`src/rtl/line_pkg.sv`:
```
// ============================================================================
// line_pkg: shared state encoding and geometry constants for line drawing.
// Revision: 1.0
// ============================================================================
`default_nettype none

package line_pkg;

    localparam int LINE_COORD_W = 10;
    localparam int LINE_COLOR_W = 8;
    localparam int LINE_H_RES   = 640;
    localparam int LINE_V_RES   = 480;

    // Signed width for dx/dy/err; doubling err needs one more bit.
    function automatic int err_width(input int coord_w);
        return coord_w + 2;
    endfunction

    localparam int LINE_ERR_W = err_width(LINE_COORD_W);

    typedef enum logic [1:0] {
        IDLE  = 2'd0,
        SETUP = 2'd1,
        STEP  = 2'd2
    } line_state_t;

endpackage

`default_nettype wire

```
`src/rtl/line_clip_check.sv`:
```
// ============================================================================
// line_clip_check: combinational test of a pixel against the visible area.
// Revision: 1.0
// ============================================================================
`default_nettype none

module line_clip_check #(
    parameter int COORD_W = 10,
    parameter int H_RES   = 640,
    parameter int V_RES   = 480
) (
    input  logic [COORD_W-1:0] x,
    input  logic [COORD_W-1:0] y,
    output logic               on_screen
);

    localparam logic [31:0] H_LIM = 32'(H_RES);
    localparam logic [31:0] V_LIM = 32'(V_RES);

    assign on_screen = (32'(x) < H_LIM) && (32'(y) < V_LIM);

endmodule

`default_nettype wire

```
`src/rtl/line_rasterizer.sv`:
```
// ============================================================================
// line_rasterizer: Bresenham segment walker streaming one clipped pixel/cycle.
// Revision: 1.0
// ============================================================================
`default_nettype none

module line_rasterizer
    import line_pkg::*;
#(
    parameter int COORD_W = LINE_COORD_W,
    parameter int H_RES   = LINE_H_RES,
    parameter int V_RES   = LINE_V_RES,
    parameter int COLOR_W = LINE_COLOR_W
) (
    input  logic               clk,
    input  logic               rst,
    input  logic               cmd_valid,
    output logic               cmd_ready,
    input  logic [COORD_W-1:0] cmd_x1,
    input  logic [COORD_W-1:0] cmd_y1,
    input  logic [COORD_W-1:0] cmd_x2,
    input  logic [COORD_W-1:0] cmd_y2,
    input  logic [COLOR_W-1:0] cmd_color,
    output logic               px_valid,
    input  logic               px_ready,
    output logic [COORD_W-1:0] px_x,
    output logic [COORD_W-1:0] px_y,
    output logic [COLOR_W-1:0] px_color,
    output logic               px_last,
    output logic               busy,
    output logic               done
);

    localparam int EW = err_width(COORD_W);

    line_state_t state, state_nxt;

    logic [COORD_W-1:0] start_x, start_y, end_x, end_y;
    logic [COORD_W-1:0] cur_x_nxt, cur_y_nxt;
    logic signed [EW-1:0] dx, dy, err, err_nxt;
    logic sx_neg, sy_neg, done_nxt;

    logic [COORD_W-1:0]   abs_dx, abs_dy, x_adv, y_adv;
    logic signed [EW-1:0] setup_dx, setup_dy;
    logic signed [EW:0]   e2, dx_ext, dy_ext;
    logic step_x, step_y, at_end, advance, nxt_on_screen;

    assign abs_dx   = (end_x >= start_x) ? (end_x - start_x) : (start_x - end_x);
    assign abs_dy   = (end_y >= start_y) ? (end_y - start_y) : (start_y - end_y);
    assign setup_dx = $signed({2'b00, abs_dx});
    assign setup_dy = -$signed({2'b00, abs_dy});

    assign e2     = {err, 1'b0};
    assign dx_ext = {dx[EW-1], dx};
    assign dy_ext = {dy[EW-1], dy};
    assign step_x = (e2 >= dy_ext);
    assign step_y = (e2 <= dx_ext);
    assign x_adv  = sx_neg ? (px_x - COORD_W'(1)) : (px_x + COORD_W'(1));
    assign y_adv  = sy_neg ? (px_y - COORD_W'(1)) : (px_y + COORD_W'(1));
    assign at_end = (px_x == end_x) && (px_y == end_y);

    // px_valid is registered as on_screen(cur), so a clipped pixel has
    // px_valid low and is skipped without waiting for px_ready.
    assign advance = (state == STEP) && (!px_valid || px_ready);

    always_comb begin
        state_nxt = state;
        cur_x_nxt = px_x;
        cur_y_nxt = px_y;
        err_nxt   = err;
        done_nxt  = 1'b0;
        case (state)
            IDLE: begin
                if (cmd_valid) begin
                    state_nxt = SETUP;
                end
            end
            SETUP: begin
                state_nxt = STEP;
                cur_x_nxt = start_x;
                cur_y_nxt = start_y;
                err_nxt   = setup_dx + setup_dy;
            end
            STEP: begin
                if (advance) begin
                    if (at_end) begin
                        state_nxt = IDLE;
                        done_nxt  = 1'b1;
                    end else begin
                        if (step_x) begin
                            cur_x_nxt = x_adv;
                        end
                        if (step_y) begin
                            cur_y_nxt = y_adv;
                        end
                        err_nxt = err + (step_x ? dy : '0) + (step_y ? dx : '0);
                    end
                end
            end
            default: begin
                state_nxt = IDLE;
            end
        endcase
    end

    line_clip_check #(
        .COORD_W (COORD_W),
        .H_RES   (H_RES),
        .V_RES   (V_RES)
    ) u_clip (
        .x         (cur_x_nxt),
        .y         (cur_y_nxt),
        .on_screen (nxt_on_screen)
    );

    always_ff @(posedge clk or posedge rst) begin
        if (rst) begin
            state     <= IDLE;
            start_x   <= '0;
            start_y   <= '0;
            end_x     <= '0;
            end_y     <= '0;
            dx        <= '0;
            dy        <= '0;
            err       <= '0;
            sx_neg    <= 1'b0;
            sy_neg    <= 1'b0;
            px_x      <= '0;
            px_y      <= '0;
            px_color  <= '0;
            px_valid  <= 1'b0;
            px_last   <= 1'b0;
            busy      <= 1'b0;
            cmd_ready <= 1'b1;
            done      <= 1'b0;
        end else begin
            state <= state_nxt;
            px_x  <= cur_x_nxt;
            px_y  <= cur_y_nxt;
            err   <= err_nxt;
            if (state == IDLE && cmd_valid) begin
                start_x  <= cmd_x1;
                start_y  <= cmd_y1;
                end_x    <= cmd_x2;
                end_y    <= cmd_y2;
                px_color <= cmd_color;
            end
            if (state == SETUP) begin
                dx     <= setup_dx;
                dy     <= setup_dy;
                sx_neg <= (end_x < start_x);
                sy_neg <= (end_y < start_y);
            end
            px_valid  <= (state_nxt == STEP) && nxt_on_screen;
            px_last   <= (state_nxt == STEP) && nxt_on_screen &&
                         (cur_x_nxt == end_x) && (cur_y_nxt == end_y);
            busy      <= (state_nxt != IDLE);
            cmd_ready <= (state_nxt == IDLE);
            done      <= done_nxt;
        end
    end

endmodule

`default_nettype wire

```
`config.mk`:
```
export PLATFORM = sky130hd
export DESIGN_NAME = line_rasterizer
export DESIGN_NICKNAME = d
export VERILOG_FILES = /design/src/rtl/line_pkg.sv /design/src/rtl/line_clip_check.sv /design/src/rtl/line_rasterizer.sv
export SDC_FILE = /design/constraint.sdc
export NUM_CORES = 1
export LEC_CHECK = 0
export ABC_CLOCK_PERIOD_IN_PS = 5400
export BUFFER_PORTS_ARGS = -buffer_cell sky130_fd_sc_hd__buf_2
export CELL_PAD_IN_SITES_DETAIL_PLACEMENT = 0
export CELL_PAD_IN_SITES_GLOBAL_PLACEMENT = 1
export CORE_ASPECT_RATIO = 1.5
export CORE_MARGIN = 2
export CORE_UTILIZATION = 47
export CTS_BUF_LIST = sky130_fd_sc_hd__clkbuf_4 sky130_fd_sc_hd__clkbuf_8 sky130_fd_sc_hd__clkbuf_16
export CTS_CLUSTER_DIAMETER = 120
export CTS_CLUSTER_SIZE = 10
export DETAILED_ROUTE_END_ITERATION = 6
export PLACE_DENSITY_LB_ADDON = 0.1
export SYNTH_ARGS = -nofsm -noshare
export SYNTH_HDL_FRONTEND = slang
export SYNTH_SLANG_ARGS = --single-unit
```
`constraint.sdc`:
```
create_clock -name clk -period 5.4 [get_ports clk]
set_input_delay 0.27 -clock clk [delete_from_list [all_inputs] [get_ports clk]]
set_output_delay 0.27 -clock clk [all_outputs]
set_load 0.02 [all_outputs]
```
==> results.py <==
metrics = {
    "sta": {
        "slew_headroom": 0.2928,
        "tns_ps": 0,
        "min_period_ps": 5043,
        "fin_crit_sh": 0.9339,
        "rsz0062_at_grt": "false",
        "worst_slew_pin_slew_ps": 1034,
        "setup_violations": 0,
        "hold_viol_final": 0,
        "slew_viol_final": 0,
        "fmax_ghz": 0.1983,
        "clock_skew_ps": 17.49,
    },
    "finish": {
        "final_core_util": 0.5264,
        "num_antenna_cells": 0,
        "areaGrowthSynthToFinish_pct": 11.02,
        "final_nets": 1314,
        "fillers": 1938,
        "drive_above_1_share": 0.1760,
        "seqCellArea_um2": 2779,
        "multi_input_area_um2": 6329,
    },
    "clock_network": {
        "cts_max_level": 3,
        "cts_setup_buffers": 0,
        "cts_buffer_depth": 2,
        "clkTransAtPathRegs_ps": 90,
        "clkSinkCount": 111,
        "clock_latency_ps": 380,
        "hold_buffers": 0,
        "cts_tree": "done",
        "root_buffer": "clkbuf_16",
        "cts_resized": 0,
        "cts_buffers": 9,
    },
    "route": {
        "drc_errors": 0,
        "viasPerCell": 5.709,
        "drtAntennaViolNets": 0,
        "drt-total-wl_um": 28930,
        "wl_per_cell_um": 20.49,
        "num_vias": 8061,
        "drtIter0Drc": 420,
        "first_pass_iters": 5,
    },
    "power": {
        "combPwrFrac": 0.024,
        "p_per_area_nw_per_um2": 146.0,
        "seqPwrFrac": 0.533,
        "leakage_uw": 0.005002,
        "power.switching_uw": 378.9,
        "swShare": 0.2433,
        "p_int_uw": 1179,
        "vdd_drop_max_uv": 180.5,
        "pwr-share-clk": 0.443,
    },
    "synthesis": {
        "synth_fp_nets": 1236,
        "netlist_instances": 1065,
        "netlist.area_leader.share": 0.2865,
        "ys_types": 78,
        "synth_seq_cells": 111,
        "postSynthAreaPerCell_um2": 9.020,
        "synth_warnings": 0,
        "yosys-top-cells-area": "dfrtp_1 29%, ha_1 13%, mux2_2 6.6%, xnor2_1 5.5%, inv_1 4.0%",
        "async_flop_share": 1.000,
        "synth-main-ff-cell": "dfrtp_1",
        "syn-cell-area_um2": 9607,
        "synth_edf_count": 0,
        "yosysTopAreaCell": "dfrtp_1",
        "yosysSeqAreaShare": 0.2893,
    },
    "setup_path": {
        "critPathCaptureType": "flop",
        "critPathLaunch": "end_y[0]$_DFFE_PP0P_",
        "rr_endpoint": "err[11]$_DFFE_PP0P_",
        "critPathLaunchType": "flop",
        "path_max_fanout": 8,
        "arrival_ps": 5300,
        "crit_end": "err[11]$_DFFE_PP0P_",
        "crit_required_ps": 5660,
        "r2r_setup_slack_ps": 360,
        "reg2reg_from": "end_y[0]$_DFFE_PP0P_",
        "criticalPathCategory": "reg2reg",
        "r2r_cells": 19,
    },
    "floorplan": {
        "dieArea_um2": 21620,
        "pin_count": 85,
        "initial_core_util": 0.4742,
        "die_h_um": 179.1,
        "rows": 64,
        "core_area_um2": 20260,
        "fp.dieW_um": 120.7,
    },
    "run": {
        "cap_violations": 0,
    },
    "global_route": {
        "grt_overflow": 0,
        "grt_usage": 0.2743,
        "grt_pass1_wl_um": 45060,
        "grt_max_degree": 70,
        "grt_pass1_vias": 8307,
        "antenna_found_initial": 0,
    },
    "hold_path": {
        "hold_path_class": "in2async",
    },
    "placed_design": {
        "gp_congestion": 0.9027,
        "post-dp-hpwl_um": 22930,
        "io_buffers": 84,
    },
    "run_status": {
        "status": "complete, no violations",
    },
}
-- per-layer routing --
layer / GRT usage / vias up / share of wire
met4: 0.1211 / 0 / 0.042
met1: 0.3150 / 3880 / 0.40
met3: 0.02799 / 58 / 0.030
li1: - / 3929 / -
met2: 0.5101 / 194 / 0.53
met5: 0 / - / 0
-- cell usage after synthesis, drive strengths merged, types with 13 or more instances --
library cell and count:
dfrtp 110, ha 101, o21ai 61, mux2 57
fa 18, nor2 79, a21oi 76, xnor2 60
inv 103, nand3 18, nor2b 15, nor3 21
nand2 70, xor2 23, mux2i 13, nand4 13
a21o 25, clkbuf 25, nor4 15
-- stage by stage --
stage | total power (uW) | instances | hold WS, ps | area, um2 | worst slack [ps]
6_report | 1557 | 1412 | 115.6 | 10670 | 357.1
5_1_grt | 1611 | 1412 | 117.7 | 10670 | 31.69
4_1_cts | 1582 | 1412 | 110.7 | 10630 | 213.8
3_5_place_dp | 885.8 | 1396 | 489.6 | 10340 | 232.6
3_3_place_gp | 885.9 | 1396 | 485.2 | 10340 | 272.9
2_1_floorplan | 859.6 | 1065 | 420.6 | 9607 | 506.9
-- power groups by stage --
stage	Combinational (uW)	Clock (uW)	Sequential (uW)
detailed placement	38.9	0	847
finish	37.4	690	830
floorplan	12.5	0	847
CTS	39.1	712	830
global route	43.0	737	830
global placement	38.9	0	847
-- worst min path at each step --
stage                                  from                      end
floorplan                         cmd_x2[0]     end_x[0]$_DFFE_PP0P_
global placement    px_color[0]$_DFFE_PP0P_  px_color[0]$_DFFE_PP0P_
detailed placement  px_color[1]$_DFFE_PP0P_  px_color[1]$_DFFE_PP0P_
CTS                               cmd_x1[3]   start_x[3]$_DFFE_PP0P_
global route                      cmd_x1[5]   start_x[5]$_DFFE_PP0P_
finish                                  rst        px_x[3]$_DFF_PP0_
-- worst max-delay path: stages (launching register included) --
cell,delay [ps]
dfrtp_1,420
inv_1,110
ha_1,180
inv_1,60
fa_1,400
a21o_1,230
a221o_1,380
a211o_1,430
mux2_1,370
mux2i_2,230
nand4_1,260
nor2_1,220
xor2_1,250
ha_1,330
a21o_1,190
a31o_2,230
a21oi_1,140
nor2_1,60
xnor2_1,130
a221o_1,290
-- area by class of cell --
class	instances	share of cell area
multi-input combinational	816	0.5934
clock inverter	6	0.004810
inverter	105	0.03719
timing repair buffer	100	0.05068
sequential	111	0.2606
clock buffer	10	0.02241
tap	264	0.03097
-- registers in the layout (all words and copies together) (netlist names), 8 cells and up --
signal	count
dx	10
dy	12
end_x	10
end_y	10
err	12
px_color	8
px_x	10
px_y	10
start_x	10
start_y	10
-- cells in the final DEF, fill, tap and decap left out, types with 25 or more instances in the layout --
cell type  netlist  final
xnor2_1         60     58
buf_2            3     84
dfrtp_1        110    110
nor2_1          79     79
ha_1           101    100
a21oi_1         76     76
inv_1          103    102
o21ai_0         57     56
mux2_2          56     56
nand2_1         70     68
a21o_1          25     25
-- cells by family (layout without fill, tap and decap cells) --
family	count (synthesis)	after routing	synth area share
AO/OA/AOI/OAI	267	267	0.1836
XOR/XNOR	83	83	0.07723
adder cells (fa/ha/maj)	119	119	0.1691
AND/OR/NAND/NOR	276	276	0.1414
multiplexers	71	71	0.08270
flip-flops	111	111	0.2893
buffers and inverters	138	221	0.05666
No activity file was read; power rests on OpenSTA's default activity.
